$ cat src/rtl/game_pkg.sv
// Shared definitions for the tic-tac-toe style board logic.
//   PLAYER_X / PLAYER_O : encoding of the player-to-move flag
//   state_e             : move decoder FSM states (PLAY accepts moves, DONE frozen)
//   GAME_NUM_CELLS      : default board size
package game_pkg;

    localparam logic PLAYER_X = 1'b0;
    localparam logic PLAYER_O = 1'b1;

    localparam int GAME_NUM_CELLS = 9;

    typedef enum logic [0:0] {
        ST_PLAY = 1'b0,
        ST_DONE = 1'b1
    } state_e;

endpackage

$ cat src/rtl/onehot_dec.sv
// Combinational binary-to-one-hot decoder with range flag.
//   sel      : binary cell index
//   onehot   : bit sel set; all-zero when sel >= NUM_CELLS
//   in_range : 1 when sel < NUM_CELLS
module onehot_dec #(
    parameter int NUM_CELLS = 9,
    parameter int SEL_W     = 4
) (
    input  logic [SEL_W-1:0]     sel,
    output logic [NUM_CELLS-1:0] onehot,
    output logic                 in_range
);

    // Compare against every legal index; an out-of-range index matches none.
    always_comb begin
        onehot = {NUM_CELLS{1'b0}};
        for (int i = 0; i < NUM_CELLS; i++) begin
            onehot[i] = (sel == SEL_W'(i));
        end
    end

    // Exactly one bit is set iff the index addresses a real cell.
    assign in_range = |onehot;

endmodule

$ cat src/rtl/move_decoder.sv
// Registered cell-select decoder for the game board.
//   clk, rst  : clock, synchronous active-high reset
//   sel       : requested cell index, qualified by sel_valid
//   lock      : game over; freezes the board (state -> DONE)
//   clear     : synchronous new-game request, same effect as reset
//   en        : one-cycle one-hot write enable for the accepted cell
//   player    : player to move (0 = X, 1 = O)
//   occupied  : cells accepted so far
//   move_cnt  : accepted moves since reset/clear (saturates at NUM_CELLS)
//   accept    : one-cycle pulse with en
//   reject    : one-cycle pulse for a refused request
//   full      : every cell occupied
// All outputs are registered; a request in cycle N is answered in cycle N+1.
module move_decoder
    import game_pkg::*;
#(
    parameter int NUM_CELLS = GAME_NUM_CELLS,
    parameter int SEL_W     = 4,
    parameter int CNT_W     = 4
) (
    input  logic                 clk,
    input  logic                 rst,
    input  logic [SEL_W-1:0]     sel,
    input  logic                 sel_valid,
    input  logic                 lock,
    input  logic                 clear,
    output logic [NUM_CELLS-1:0] en,
    output logic                 player,
    output logic [NUM_CELLS-1:0] occupied,
    output logic [CNT_W-1:0]     move_cnt,
    output logic                 accept,
    output logic                 reject,
    output logic                 full
);

    state_e                 state_r;
    state_e                 state_next_s;
    logic [NUM_CELLS-1:0]   onehot_s;
    logic                   in_range_s;
    logic                   legal_s;
    logic                   accept_s;
    logic                   reject_s;
    logic [NUM_CELLS-1:0]   occ_after_s;

    logic [NUM_CELLS-1:0]   en_r;
    logic                   player_r;
    logic [NUM_CELLS-1:0]   occupied_r;
    logic [CNT_W-1:0]       move_cnt_r;
    logic                   accept_r;
    logic                   reject_r;
    logic                   full_r;

    onehot_dec #(
        .NUM_CELLS (NUM_CELLS),
        .SEL_W     (SEL_W)
    ) u_dec (
        .sel      (sel),
        .onehot   (onehot_s),
        .in_range (in_range_s)
    );

    // Occupancy as it would look if the current request were accepted.
    assign occ_after_s = occupied_r | onehot_s;

    // An occupied target shows up as an overlap with the one-hot vector.
    assign legal_s = (state_r == ST_PLAY) && !lock && in_range_s
                     && !(|(occupied_r & onehot_s));

    // FSM state register.
    always_ff @(posedge clk) begin
        if (rst) begin
            state_r <= ST_PLAY;
        end else begin
            state_r <= state_next_s;
        end
    end

    // FSM next-state: clear beats lock, and the move that fills the board ends the game.
    always_comb begin
        state_next_s = state_r;
        case (state_r)
            ST_PLAY: begin
                if (clear) begin
                    state_next_s = ST_PLAY;
                end else if (lock) begin
                    state_next_s = ST_DONE;
                end else if (accept_s && (&occ_after_s)) begin
                    state_next_s = ST_DONE;
                end else begin
                    state_next_s = ST_PLAY;
                end
            end
            ST_DONE: begin
                if (clear) begin
                    state_next_s = ST_PLAY;
                end else begin
                    state_next_s = ST_DONE;
                end
            end
            default: begin
                state_next_s = ST_PLAY;
            end
        endcase
    end

    // FSM outputs: classify the request; a request coincident with clear is dropped.
    always_comb begin
        accept_s = 1'b0;
        reject_s = 1'b0;
        if (clear) begin
            accept_s = 1'b0;
            reject_s = 1'b0;
        end else if (sel_valid) begin
            accept_s = legal_s;
            reject_s = !legal_s;
        end else begin
            accept_s = 1'b0;
            reject_s = 1'b0;
        end
    end

    // Board bookkeeping and output pulse registers.
    always_ff @(posedge clk) begin
        if (rst || clear) begin
            en_r       <= {NUM_CELLS{1'b0}};
            player_r   <= PLAYER_X;
            occupied_r <= {NUM_CELLS{1'b0}};
            move_cnt_r <= {CNT_W{1'b0}};
            accept_r   <= 1'b0;
            reject_r   <= 1'b0;
            full_r     <= 1'b0;
        end else begin
            accept_r <= accept_s;
            reject_r <= reject_s;
            if (accept_s) begin
                en_r       <= onehot_s;
                occupied_r <= occ_after_s;
                full_r     <= &occ_after_s;
                player_r   <= (player_r == PLAYER_X) ? PLAYER_O : PLAYER_X;
                if (move_cnt_r != CNT_W'(NUM_CELLS)) begin
                    move_cnt_r <= move_cnt_r + {{(CNT_W-1){1'b0}}, 1'b1};
                end else begin
                    move_cnt_r <= move_cnt_r;
                end
            end else begin
                en_r <= {NUM_CELLS{1'b0}};
            end
        end
    end

    assign en       = en_r;
    assign player   = player_r;
    assign occupied = occupied_r;
    assign move_cnt = move_cnt_r;
    assign accept   = accept_r;
    assign reject   = reject_r;
    assign full     = full_r;

endmodule
$ cat config.mk
export PLATFORM = sky130hd
export DESIGN_NAME = move_decoder
export DESIGN_NICKNAME = d
export VERILOG_FILES = /design/src/rtl/game_pkg.sv /design/src/rtl/onehot_dec.sv /design/src/rtl/move_decoder.sv
export SDC_FILE = /design/constraint.sdc
export NUM_CORES = 1
export LEC_CHECK = 0
export CAP_MARGIN = 40
export CORE_MARGIN = 1
export CORE_UTILIZATION = 49
export CTS_BUF_LIST = sky130_fd_sc_hd__clkbuf_4
export CTS_CLUSTER_DIAMETER = 60
export DETAILED_ROUTE_END_ITERATION = 12
export HOLD_SLACK_MARGIN = 0.08
export PLACE_DENSITY = 0.82
export SYNTH_ARGS = -nofsm -noshare
export SYNTH_HDL_FRONTEND = slang
export SYNTH_HIERARCHICAL = 1
export SYNTH_SLANG_ARGS = --single-unit
$ cat constraint.sdc
create_clock -name clk -period 4.9 [get_ports clk]
set_input_delay 0.49 -clock clk [delete_from_list [all_inputs] [get_ports clk]]
set_output_delay 0.49 -clock clk [all_outputs]
set_load 0.005 [all_outputs]
==> impl_metrics.toml <==
[clock_network]
cts_tree = "yes"
postCtsSetupBuffers = 0
cts.reportedPaths.clkPinSlew_ns = 0.16
clockRootBuffer = "clkbuf_4"
numCtsBuffers = 3
holdBufCountCts = 0
cts_resized = 0
cts-htree-levels = 1
clock_latency_ns = 0.33
cts.sinks = 27
cts_buffer_depth = 2

[finish]
regArea_um2 = 541
fillCellCount = 185
diodes = 0
drive_above_1_share = 0.112
final_area_um2 = 1600
multi_input_area_um2 = 646
final_core_util = 0.695
num-nets-final = 155
syn_to_final_growth_pct = 28.1

[setup_path]
r2r_start = "occupied[4]"
critPathLaunch = "sel[3]"
crit_type = "in2reg"
crit_slowest_cell = "clkdlybuf4s50_1"
crit_path_max_incr_delay_ns = 0.82
ff2ff_setup_slack_ns = 2.92
reg2reg_depth = 4
cpLargestDelayFamily = "simple AND/OR/NAND/NOR gates"
critPathRequiredTime_ns = 5.17
crit_buf_inv = 1
worstPathCellList = "clkdlybuf4s50_1, and4b_2, a222oi_1, nand3_1, nor4_4, a22o_1"
cp.arrival_ns = 3.19
r2r_end = "occupied[5]"
critPathMaxFanout = 13
crit_path_end_kind = "flop"
cp-start-kind = "input port"

[route]
wl_per_cell_um = 16.4
firstDrtPassIters = 4
drc = 0
drt_iter0_drc = 22
via_per_inst = 6.19
wirelength_mm = 2.80
ant_nets = 0
dr_total_vias = 1059

[power_and_ir_drop]
intPower_uw = 271
peakVddDrop_mv = 0.186
switching_share = 0.252
leakagePower_uw = 0.000514
seqPwrFrac = 0.614
p_switching_uw = 91.0
fin_total_pwr_uw = 362
p_per_area_nw_per_um2 = 227
clock_power_share = 0.277
combinationalPowerShare = 0.109

[synth]
ys.flop_type = "dfxtp_1"
synth_common_cells = "27 x dfxtp_1, 9 x a22o_1, 9 x nor3b_1"
synth_fa_ha_area_frac = 0.0201
synthXorXnorAreaFrac = 0
synth_nets = 124
yosysWarnings = 6
synthDistinctLibCells = 34
yosysTopAreaCell = "dfxtp_1"
synthArstFlopShare = 0
synth_compound_area_frac = 0.183
synthCells = 113
ys_ff_latch = 27
synth.area.mux_share = 0.00803
synth.area.top_cells = "dfxtp_1 43%, nor4b_4 7.6%, a22o_1 6.3%, nor3b_1 5.4%, nor4_4 3.4%"
ys_seq_area_frac = 0.434
synthSimpleGateAreaFrac = 0.307
yosysMostFrequentCell = "dfxtp_1"
synth_edf_count = 0
synth_area_um2 = 1250
synth_area_per_cell_um2 = 11.0
synth_top_family_by_area = "simple AND/OR/NAND/NOR gates"
yosysTopAreaCellShare = 0.434

[grt]
grt_overflow = 0
antenna_found_initial = 0
grtUsageMet1 = 0.277
grtUsageMet3 = 0.0580
grt_pass1_vias = 1014
gr-usage-met2 = 0.403
grt_pass1_wl_mm = 4.70
track_usage = 0.230
busiest_layer = "met2"
grt_max_degree = 18

[sta]
worst_pin_slew_ns = 0.792
slew_headroom = 0.470
finalSetupViolations = 0
finalCriticalPeriod_ns = 2.92
fmaxAchievable_mhz = 342
finalMaxSlewViolations = 0
fin_crit_sh = 0.596
finalHoldViolCount = 0
fin_skew_ns = 0.0163
tns_ns = 0
rsz0062_at_grt = "false"

[flow_run]
maxCapViolations = 0

[floorplanning]
rows = 17
die-width_um = 52.4
floorplan.die_area_um2 = 2750
fp.dieH_um = 52.4
initial_utilization = 0.542
io_pins = 35
core_um2 = 2300

[hold_path]
hold_path_end = "full"
min_path_cells = 2
hold_path_class = "reg2reg"
hold_start = "full"

[outcome]
status = "completed"

[place]
io_buffers = 34
place_area_um2 = 1570
hpwl_mm = 2.06
place_congestion = 0.766
[worst register-to-register path: stages (launching register included)]
cell	delay (ns)
dfxtp_1	0.38
a222oi_1	0.32
nand3_1	0.39
nor4_4	0.63
a22o_1	0.20
[how the worst max path moves through the flow]
stage | end | cells past startpoint
after floorplan | move_cnt[2] | 7
after global placement | occupied[6] | 6
after detailed placement | occupied[5] | 6
after CTS | en[2] | 6
after global routing | occupied[5] | 6
final | occupied[5] | 6
[per-layer routing]
layer | share of wire | up-vias
met5 | 0 | -
met4 | 0.011 | 0
met3 | 0.057 | 4
met2 | 0.50 | 46
met1 | 0.44 | 505
li1 | - | 504
[sequential cells by signal (all words and copies together), names as in the netlist]
signal / count
en: 9
occupied: 9
move_cnt: 4
accept: 1
full: 1
player: 1
reject: 1
state_r: 1
[cell families (layout without fill, tap and decap cells)]
group | Yosys count | after routing
compound gates | 31 | 31
buf+inv | 9 | 39
mux | 1 | 1
simple gates | 43 | 43
flops | 27 | 27
fa+ha+maj | 2 | 2
[power groups by stage]
| stage | combinational [uW] | clock, uW | sequential, uW |
|---|---|---|---|
| 2_1_floorplan | 28.6 | 0 | 227 |
| 3_3_place_gp | 37.8 | 0 | 227 |
| 3_5_place_dp | 39.1 | 0 | 227 |
| 4_1_cts | 39.1 | 103 | 222 |
| 5_1_grt | 42.3 | 112 | 222 |
| 6_report | 39.3 | 100 | 222 |
[layout make-up]
| type | instances | share of cell area |
|---|---|---|
| Inverter | 1 | 0.00235 |
| Multi-Input combinational cell | 77 | 0.404 |
| Tap cell | 28 | 0.0219 |
| Timing Repair Buffer | 34 | 0.213 |
| Clock buffer | 3 | 0.0141 |
| Clock inverter | 1 | 0.00549 |
| Sequential cell | 27 | 0.339 |
[stage by stage]
stage	std cells	hold WS, ns	setup slack [ns]
2_1_floorplan	113	0.454	2.65
3_3_place_gp	167	0.471	1.74
3_5_place_dp	167	0.478	1.62
4_1_cts	171	0.503	2.01
5_1_grt	171	0.521	1.80
6_report	171	0.496	1.98
[cells in the final DEF, fill, tap and decap left out, types with 2 or more instances in the layout]
master,instances
clkdlybuf4s50_1,34
dfxtp_1,27
a22o_1,9
nor3b_1,9
nor2_1,5
o31ai_1,4
a21oi_1,4
o22ai_1,4
nor4b_4,4
nand3_1,3
nand2_1,3
or4_1,3
o21ai_0,3
clkbuf_4,3
and4bb_2,3
a22oi_1,2
nor4_4,2
or2_2,2
nor3_1,2
nand4_1,2
ha_1,2
Power figures use the tool's default switching activity.
